--- src/rtl/align_framer.sv ---
// align_framer: hunts for a SYNC word, then writes FRAME_LEN consecutive
// valid words (sync included) to addresses 0..FRAME_LEN-1. Input words pass
// through one register stage before the state machine sees them.
// Optional build macro: ALIGN_FRAMER_TRAILER_CHECK_EN enables a check of the
// last word of each frame against TRAILER and drives the sticky err flag.
module align_framer #(
  parameter int              DW         = 16,
  parameter int              AW         = 5,
  parameter int              FRAME_LEN  = 18,
  parameter logic [DW-1:0]   SYNC       = 16'hAAAA,
  parameter int              CONTINUOUS = 0,
  parameter logic [DW-1:0]   TRAILER    = 16'h5555
) (
  input  logic          clk,
  input  logic          rst,
  input  logic          in_valid,
  input  logic [DW-1:0] in,
  output logic [DW-1:0] out,
  output logic          wena,
  output logic [AW-1:0] waddr,
  output logic          tag,
  output logic          frame_done,
  output logic [15:0]   frame_cnt,
  output logic          err
);

  typedef enum logic [1:0] {HUNT, WRITE, DONE} state_t;

  // Address of the final write of a frame.
  localparam logic [AW-1:0] LAST_ADDR = AW'(FRAME_LEN - 1);

  state_t        state_reg;
  logic [DW-1:0] in_reg;
  logic          in_valid_reg;
  logic [AW-1:0] addr_next;
  logic          is_last;

  assign addr_next = waddr + AW'(1);
  assign is_last   = (addr_next == LAST_ADDR);

  // Input stage: clearing it on reset keeps a word sampled just before
  // reset from being written once reset is released.
  always_ff @(posedge clk) begin
    if (!rst) begin
      in_reg       <= '0;
      in_valid_reg <= 1'b0;
    end else begin
      in_reg       <= in;
      in_valid_reg <= in_valid;
    end
  end

  // Framing state machine with registered write-port outputs.
  always_ff @(posedge clk) begin
    if (!rst) begin
      state_reg  <= HUNT;
      out        <= '0;
      wena       <= 1'b0;
      waddr      <= '1;
      tag        <= 1'b0;
      frame_done <= 1'b0;
      frame_cnt  <= '0;
    end else begin
      wena       <= 1'b0;
      frame_done <= 1'b0;
      case (state_reg)
        HUNT: begin
          if (in_valid_reg && (in_reg == SYNC)) begin
            out       <= in_reg;
            wena      <= 1'b1;
            waddr     <= '0;
            tag       <= 1'b1;
            state_reg <= WRITE;
          end
        end
        WRITE: begin
          // Any value, SYNC included, is payload once a frame is open.
          if (in_valid_reg) begin
            out   <= in_reg;
            wena  <= 1'b1;
            waddr <= addr_next;
            if (is_last) begin
              frame_done <= 1'b1;
              if (frame_cnt != 16'hFFFF)
                frame_cnt <= frame_cnt + 16'd1;
              state_reg <= (CONTINUOUS != 0) ? HUNT : DONE;
            end
          end
        end
        DONE: begin
          // Single-shot capture complete; idle until reset.
        end
        default: state_reg <= HUNT;
      endcase
    end
  end

`ifdef ALIGN_FRAMER_TRAILER_CHECK_EN
  // Sticky trailer mismatch, raised together with frame_done.
  always_ff @(posedge clk) begin
    if (!rst) begin
      err <= 1'b0;
    end else if ((state_reg == WRITE) && in_valid_reg && is_last &&
                 (in_reg != TRAILER)) begin
      err <= 1'b1;
    end
  end
`else
  assign err = 1'b0;
  // TRAILER only matters when the trailer check is built in.
  logic unused_trailer;
  assign unused_trailer = ^TRAILER;
`endif

endmodule

--- config.mk ---
export PLATFORM = sky130hd
export DESIGN_NAME = align_framer
export DESIGN_NICKNAME = d
export VERILOG_FILES = /design/src/rtl/align_framer.sv
export SDC_FILE = /design/constraint.sdc
export NUM_CORES = 1
export LEC_CHECK = 0
export ABC_AREA = 1
export CAP_MARGIN = 20
export CORE_MARGIN = 8
export CORE_UTILIZATION = 43
export DETAILED_ROUTE_END_ITERATION = 6
export HOLD_SLACK_MARGIN = 0.08
export PLACE_DENSITY = 0.7
export SLEW_MARGIN = 40
export SYNTH_ARGS = -nofsm -noshare
export SYNTH_HDL_FRONTEND = slang
export SYNTH_SLANG_ARGS = --single-unit
--- constraint.sdc ---
create_clock -name clk -period 4.7 [get_ports clk]
set_clock_uncertainty 0.05 [all_clocks]
set_input_delay 0.94 -clock clk [delete_from_list [all_inputs] [get_ports clk]]
set_output_delay 0.94 -clock clk [all_outputs]
set_load 0.05 [all_outputs]
==> results of run 1 <==
-- layout make-up --
cell class | count | area [um^2] | area share
clock inverters | 3 | 67.6 | 0.0197
repair buffers | 59 | 588 | 0.171
multi-input cells | 233 | 1140 | 0.333
flip-flops and latches | 59 | 1180 | 0.344
clock buffers | 13 | 179 | 0.0521
inverters | 48 | 180 | 0.0525
well taps | 75 | 93.8 | 0.0273
-- cell usage in the layout (no fill, tap or decap), drive strengths merged --
master         instances
nand2                 93
dfxtp                 59
clkdlybuf4s50         58
inv                   48
nand3                 48
a21oi                 38
nor2                  23
clkbuf                13
nand4                 12
o21ai                  6
xor2                   5
ha                     3
xnor2                  2
bufinv                 2
nor3                   1
nand3b                 1
conb                   1
clkinvlp               1
buf                    1
-- routing by layer --
metal | track usage | share of wire | up-vias
li1 | - | - | 1245
met5 | 0 | 0 | -
met4 | 0.0832 | 0.014 | 0
met1 | 0.178 | 0.46 | 1068
met2 | 0.226 | 0.44 | 70
met3 | 0.0465 | 0.079 | 9
-- path summary, 6_finish.rpt --
kind / cells past startpoint / endpoint / startpoint / slack (ps)
max reg2reg: 7 / out[13]$_SDFFE_PN0P_ / in_reg[12]$_SDFF_PN0_ / 2380
min reg2reg: 2 / tag$_SDFFE_PN0P_ / tag$_SDFFE_PN0P_ / 400
min: 2 / tag$_SDFFE_PN0P_ / tag$_SDFFE_PN0P_ / 400
max: 4 / state_reg[0]$_SDFFE_PN0P_ / rst / 2020
-- per-stage QoR --
stage / cells / area (um^2)
finish: 490 / 3430
floorplan: 355 / 2580
global placement: 474 / 3190
global route: 490 / 3430
CTS: 490 / 3430
detailed placement: 474 / 3190
-- power by group through the flow --
stage	Sequential (mW)	Combinational (mW)	Clock (mW)
floorplan	0.522	0.0160	0
global placement	0.523	0.0330	0
detailed placement	0.523	0.0334	0
CTS	0.511	0.0336	0.561
global route	0.512	0.0370	0.588
finish	0.511	0.0332	0.553
-- worst reg2reg max path, cell delays in order, from the launching register on --
cell     delay (ps)
dfxtp_1         310
inv_1            50
nand4_1          90
nor2_1          130
nand3_1         580
nand2_1         750
nand2_1         120
a21oi_1         150
-- logic make-up (layout without fill, tap and decap cells) --
| family | Yosys count | count (layout) | synth area share |
|---|---|---|---|
| buf+inv | 63 | 123 | 0.100 |
| xor+xnor | 7 | 7 | 0.0237 |
| fa+ha+maj | 3 | 3 | 0.0145 |
| other cells | 1 | 1 | 0.00145 |
| compound gates | 44 | 44 | 0.0852 |
| simple gates | 178 | 178 | 0.318 |
| flops | 59 | 59 | 0.457 |
==> flow_summary_export.csv, run 1 <==
group,metric,value,unit
outcome,run_status,"finished, final reports clean",
die,fp.coreArea,0.00585,mm^2
drt,firstDrtPassIters,5,
synth,ys_seq_area_frac,0.457,
cts,cts_max_path_buffers,2,
timing,worst_slew_margin_rel,0.478,
worst_setup_path,critPathMaxStageDelay,740,ps
pwr,power.total,1.10,mW
placed_design,gp_congestion,0.767,
cts,root_buffer,"clkbuf_8",
pwr,seqPwrFrac,0.466,
cts,htree_levels,3,
worst_setup_path,cp_cell_sequence,"clkdlybuf4s50_1 > inv_1 > buf_4 > a21oi_1",
layout,final_core_util,0.587,
synth,ys.flop_type,"dfxtp_1",
drt,route.vias.total,2392,
layout,n_antenna_cell,0,
global_routing,grt_pass1_wl,10400,um
layout,area_growth,32.9,%
worst_setup_path,worst-path-max-fanout,23,
die,die_area,0.00875,mm^2
worst_setup_path,path_class,"primary input to register",
die,die_h,93.5,um
drt,dr.first_iter.drc_count,98,
cts,tritoncts.num_buffers,9,
worst_hold_path,min_path_type,"register to register",
cts,cts_resized,0,
synth,synthCells,355,
die,die_w,93.5,um
synth,synth_area,0.00258,mm^2
synth,ys_warn_count,0,
pwr,intPower,882,uW
pwr,peakVddDrop,0.266,mV
drt,ant_nets,0,
timing,setup_viol,0,
global_routing,grt_start_max_net_pins,24,
worst_setup_path,start_kind,"primary input",
synth,synth_common_cells,"93 x nand2_1, 59 x dfxtp_1, 47 x inv_1",
synth,synth_top_cell_by_area,"dfxtp_1",
global_routing,grt_overflow_total,0,
synth,netlist.area_leader.share,0.457,
pwr,clkPwrFrac,0.504,
worst_setup_path,end_kind,"register",
placed_design,io_buffers,58,
placed_design,post-place-ws,1660,ps
cts,post_cts_buffers,0,
die,initial_core_util,0.442,
timing,worst_pin_slew,781,ps
pwr,swShare,0.197,
cts,cts_sinks,59,
worst_setup_path,cp.required,4850,ps
cts,clk_pin_slew,70,ps
worst_setup_path,cpMaxStageDelayCell,"clkdlybuf4s50_1",
synth,avgSynthCellArea,7.28,um^2
timing,fmax,0.373,GHz
timing,whs,402,ps
layout,finalNetCount,432,
synth,yosys_register_bits,59,
flow_run,maxCapViolations,0,
global_routing,grt_pass1_vias,2309,
placed_design,place_hpwl,4270,um
cts,clkLatencyLatePin,340,ps
pwr,leakagePower,1.42,nW
pwr,power_density,320,mW/mm^2
drt,wl_per_cell,12.5,um
drt,routed_wl,6150,um
worst_setup_path,arrival,2820,ps
cts,cts_tree,"built",
drt,drc,0,
synth,synth_edf_count,0,
pwr,combPwrFrac,0.030,
timing,setup_slack,2020,ps
synth,async_flop_share,0,
synth,synth_cell_type_count,24,
worst_setup_path,cp_num_buf_inv,3,
layout,drive_gt1_frac,0.0602,
synth,syn_nets,377,
worst_setup_path,cp_top_family,"buffers and inverters",
timing,slew_viol_final,0,
cts,hold_buffers,0,
timing,final.setup.tns,0,ps
pwr,power_switching,217,uW
synth,synthTopCellsByArea,"dfxtp_1 46%, nand2_1 14%, nand3_1 8.9%, a21oi_1 7.4%, inv_1 6.8%",
timing,fin_crit,2680,ps
die,row_count,28,
layout,fillers,562,
die,num_io_pins,60,
drt,vias_per_cell,4.88,
synth,synth_most_common_cell,"nand2_1",
global_routing,antenna_found_initial,0,
timing,fin_crit_sh,0.570,
global_routing,track_usage,0.147,
timing,grt_setup_unrepaired,"false",
timing,hold_violations,0,
Power figures use the tool's default switching activity.
==> run 2, diff against run 1 <==
- PLACE_DENSITY: 0.7 -> 0.73
- clock period: 4.7 -> 2.4 ns (I/O delays scaled with it)
==> run 2 against run 1 <==
Effect of this change: via count barely moved; worst hold slack improved by 7.8 ps; critical path depth fell by 3; clock power rose by 34%; cell count rose by 0.82%; sequential share of layout area rose by 0.56 points; power rose by 65%; cell area fell by 1.6%; critical endpoint is now frame_cnt[0].
==> flow_summary_export.csv, run 2 (synthesis results as in run 1) <==
group,metric,value,unit
outcome,run_status,"finished, final reports clean",
worst_setup_path,cpMaxStageDelayCell,"clkdlybuf4s50_1",
placed_design,place_hpwl,4350,um
global_routing,grt_pass1_wl,10200,um
worst_setup_path,worst-path-max-fanout,7,
worst_setup_path,cp_top_family,"buffers and inverters",
global_routing,grt_start_max_net_pins,22,
global_routing,grt_use_met2,0.247,
layout,multi_input_area,0.00114,mm^2
drt,route.vias.total,2391,
pwr,combPwrFrac,0.037,
worst_setup_path,arrival,1640,ps
worst_setup_path,r2r_cells,7,
worst_setup_path,start_kind,"register",
die,die_w,93.5,um
placed_design,place_area,0.00322,mm^2
timing,fmax,0.462,GHz
drt,ant_nets,0,
worst_setup_path,cp.depth,1,
pwr,power_switching,411,uW
worst_setup_path,critPathMaxStageDelay,860,ps
layout,final_cell_area,0.00338,mm^2
drt,routed_wl,5840,um
worst_setup_path,r2r_start,"frame_cnt[0]$_SDFFE_PN0P_",
worst_setup_path,cp_cell_sequence,"clkdlybuf4s50_1",
global_routing,antenna_found_initial,0,
layout,fillers,557,
global_routing,met3_usage,0.0545,
worst_setup_path,cp.required,1870,ps
flow_run,maxCapViolations,0,
timing,worst_pin_slew,581,ps
global_routing,track_usage,0.144,
die,initial_core_util,0.442,
pwr,seqPwrFrac,0.554,
die,die_h,93.5,um
global_routing,grt_pass1_vias,2330,
layout,area_growth,30.8,%
global_routing,grt_overflow_total,0,
layout,drive_gt1_frac,0.0644,
timing,hold_violations,0,
timing,final.setup.tns,0,ps
worst_hold_path,hp-start,"in_reg[3]$_SDFF_PN0_",
timing,whs,409,ps
layout,n_antenna_cell,0,
pwr,intPower,1.40,mW
cts,clk_pin_slew,70,ps
drt,vias_per_cell,4.84,
worst_hold_path,min_path_cells,2,
die,num_io_pins,60,
worst_setup_path,end_kind,"primary output",
layout,final_cell_mix,"93 x nand2_1, 59 x dfxtp_1, 58 x clkdlybuf4s50_1",
timing,setup_viol,0,
layout,finalNetCount,436,
global_routing,use_met1,0.153,
layout,final_common_cell,"nand2_1",
global_routing,busiest_layer,"met2",
pwr,power.total,1.81,mW
drt,firstDrtPassIters,5,
pwr,swShare,0.227,
pwr,power_density,536,mW/mm^2
die,row_count,28,
cts,cts_sinks,59,
cts,htree_levels,3,
cts,cts_max_path_buffers,2,
cts,tritoncts.num_buffers,9,
timing,fin_crit_sh,0.903,
cts,hold_buffers,0,
die,die_area,0.00875,mm^2
pwr,peakVddDrop,0.359,mV
die,fp.coreArea,0.00585,mm^2
cts,clkLatencyLatePin,330,ps
timing,slew_viol_final,0,
cts,cts_tree,"built",
drt,drc,0,
worst_setup_path,cp_num_buf_inv,1,
worst_setup_path,startpoint,"frame_cnt[0]$_SDFFE_PN0P_",
pwr,leakagePower,1.40,nW
pwr,clkPwrFrac,0.409,
placed_design,io_buffers,58,
layout,register_area,0.00118,mm^2
worst_hold_path,min_path_type,"register to register",
placed_design,gp_congestion,0.810,
timing,worst_slew_margin_rel,0.612,
cts,cts_resized,0,
cts,root_buffer,"clkbuf_8",
drt,wl_per_cell,11.8,um
worst_setup_path,path_class,"register to primary output",
timing,grt_setup_unrepaired,"false",
timing,fin_crit,2170,ps
cts,post_cts_buffers,0,
drt,dr.first_iter.drc_count,104,
## run 2: worst paths after layout
path                                                    to  slack (ps)
worst min-delay path                   out[3]$_SDFFE_PN0P_         410
worst max-delay path                          frame_cnt[0]         230
worst min register to register         out[3]$_SDFFE_PN0P_         410
worst max register to register  frame_cnt[15]$_SDFFE_PN0P_         510
## run 2: through the flow
step | worst slack (ps) | utilization | instances
2_1_floorplan | 375 | - | 355
3_3_place_gp | 584 | 0.550 | 478
3_5_place_dp | 503 | 0.550 | 478
4_1_cts | 217 | 0.577 | 494
5_1_grt | 154 | 0.577 | 494
6_report | 233 | 0.577 | 494
## run 2: per-layer routing
metal,up-vias,share of wire
li1,1251,-
met4,0,0.016
met2,69,0.48
met1,1062,0.43
met5,-,0
met3,9,0.080
## run 2: power by group through the flow
stage          clock network (mW)  registers, mW  logic [mW]
3_5_place_dp                    0           1.02      0.0679
6_report                    0.740           1.00      0.0669
5_1_grt                     0.815           1.00      0.0758
2_1_floorplan                   0           1.02      0.0313
4_1_cts                     0.767           1.00      0.0679
3_3_place_gp                    0           1.02      0.0666
## run 2: layout make-up
type / instances / share of cell area
Timing Repair Buffer: 63 / 0.183
Sequential cell: 59 / 0.350
Clock inverter: 5 / 0.00889
Clock buffer: 11 / 0.0389
Inverter: 48 / 0.0533
Multi-Input combinational cell: 233 / 0.339
Tap cell: 75 / 0.0278
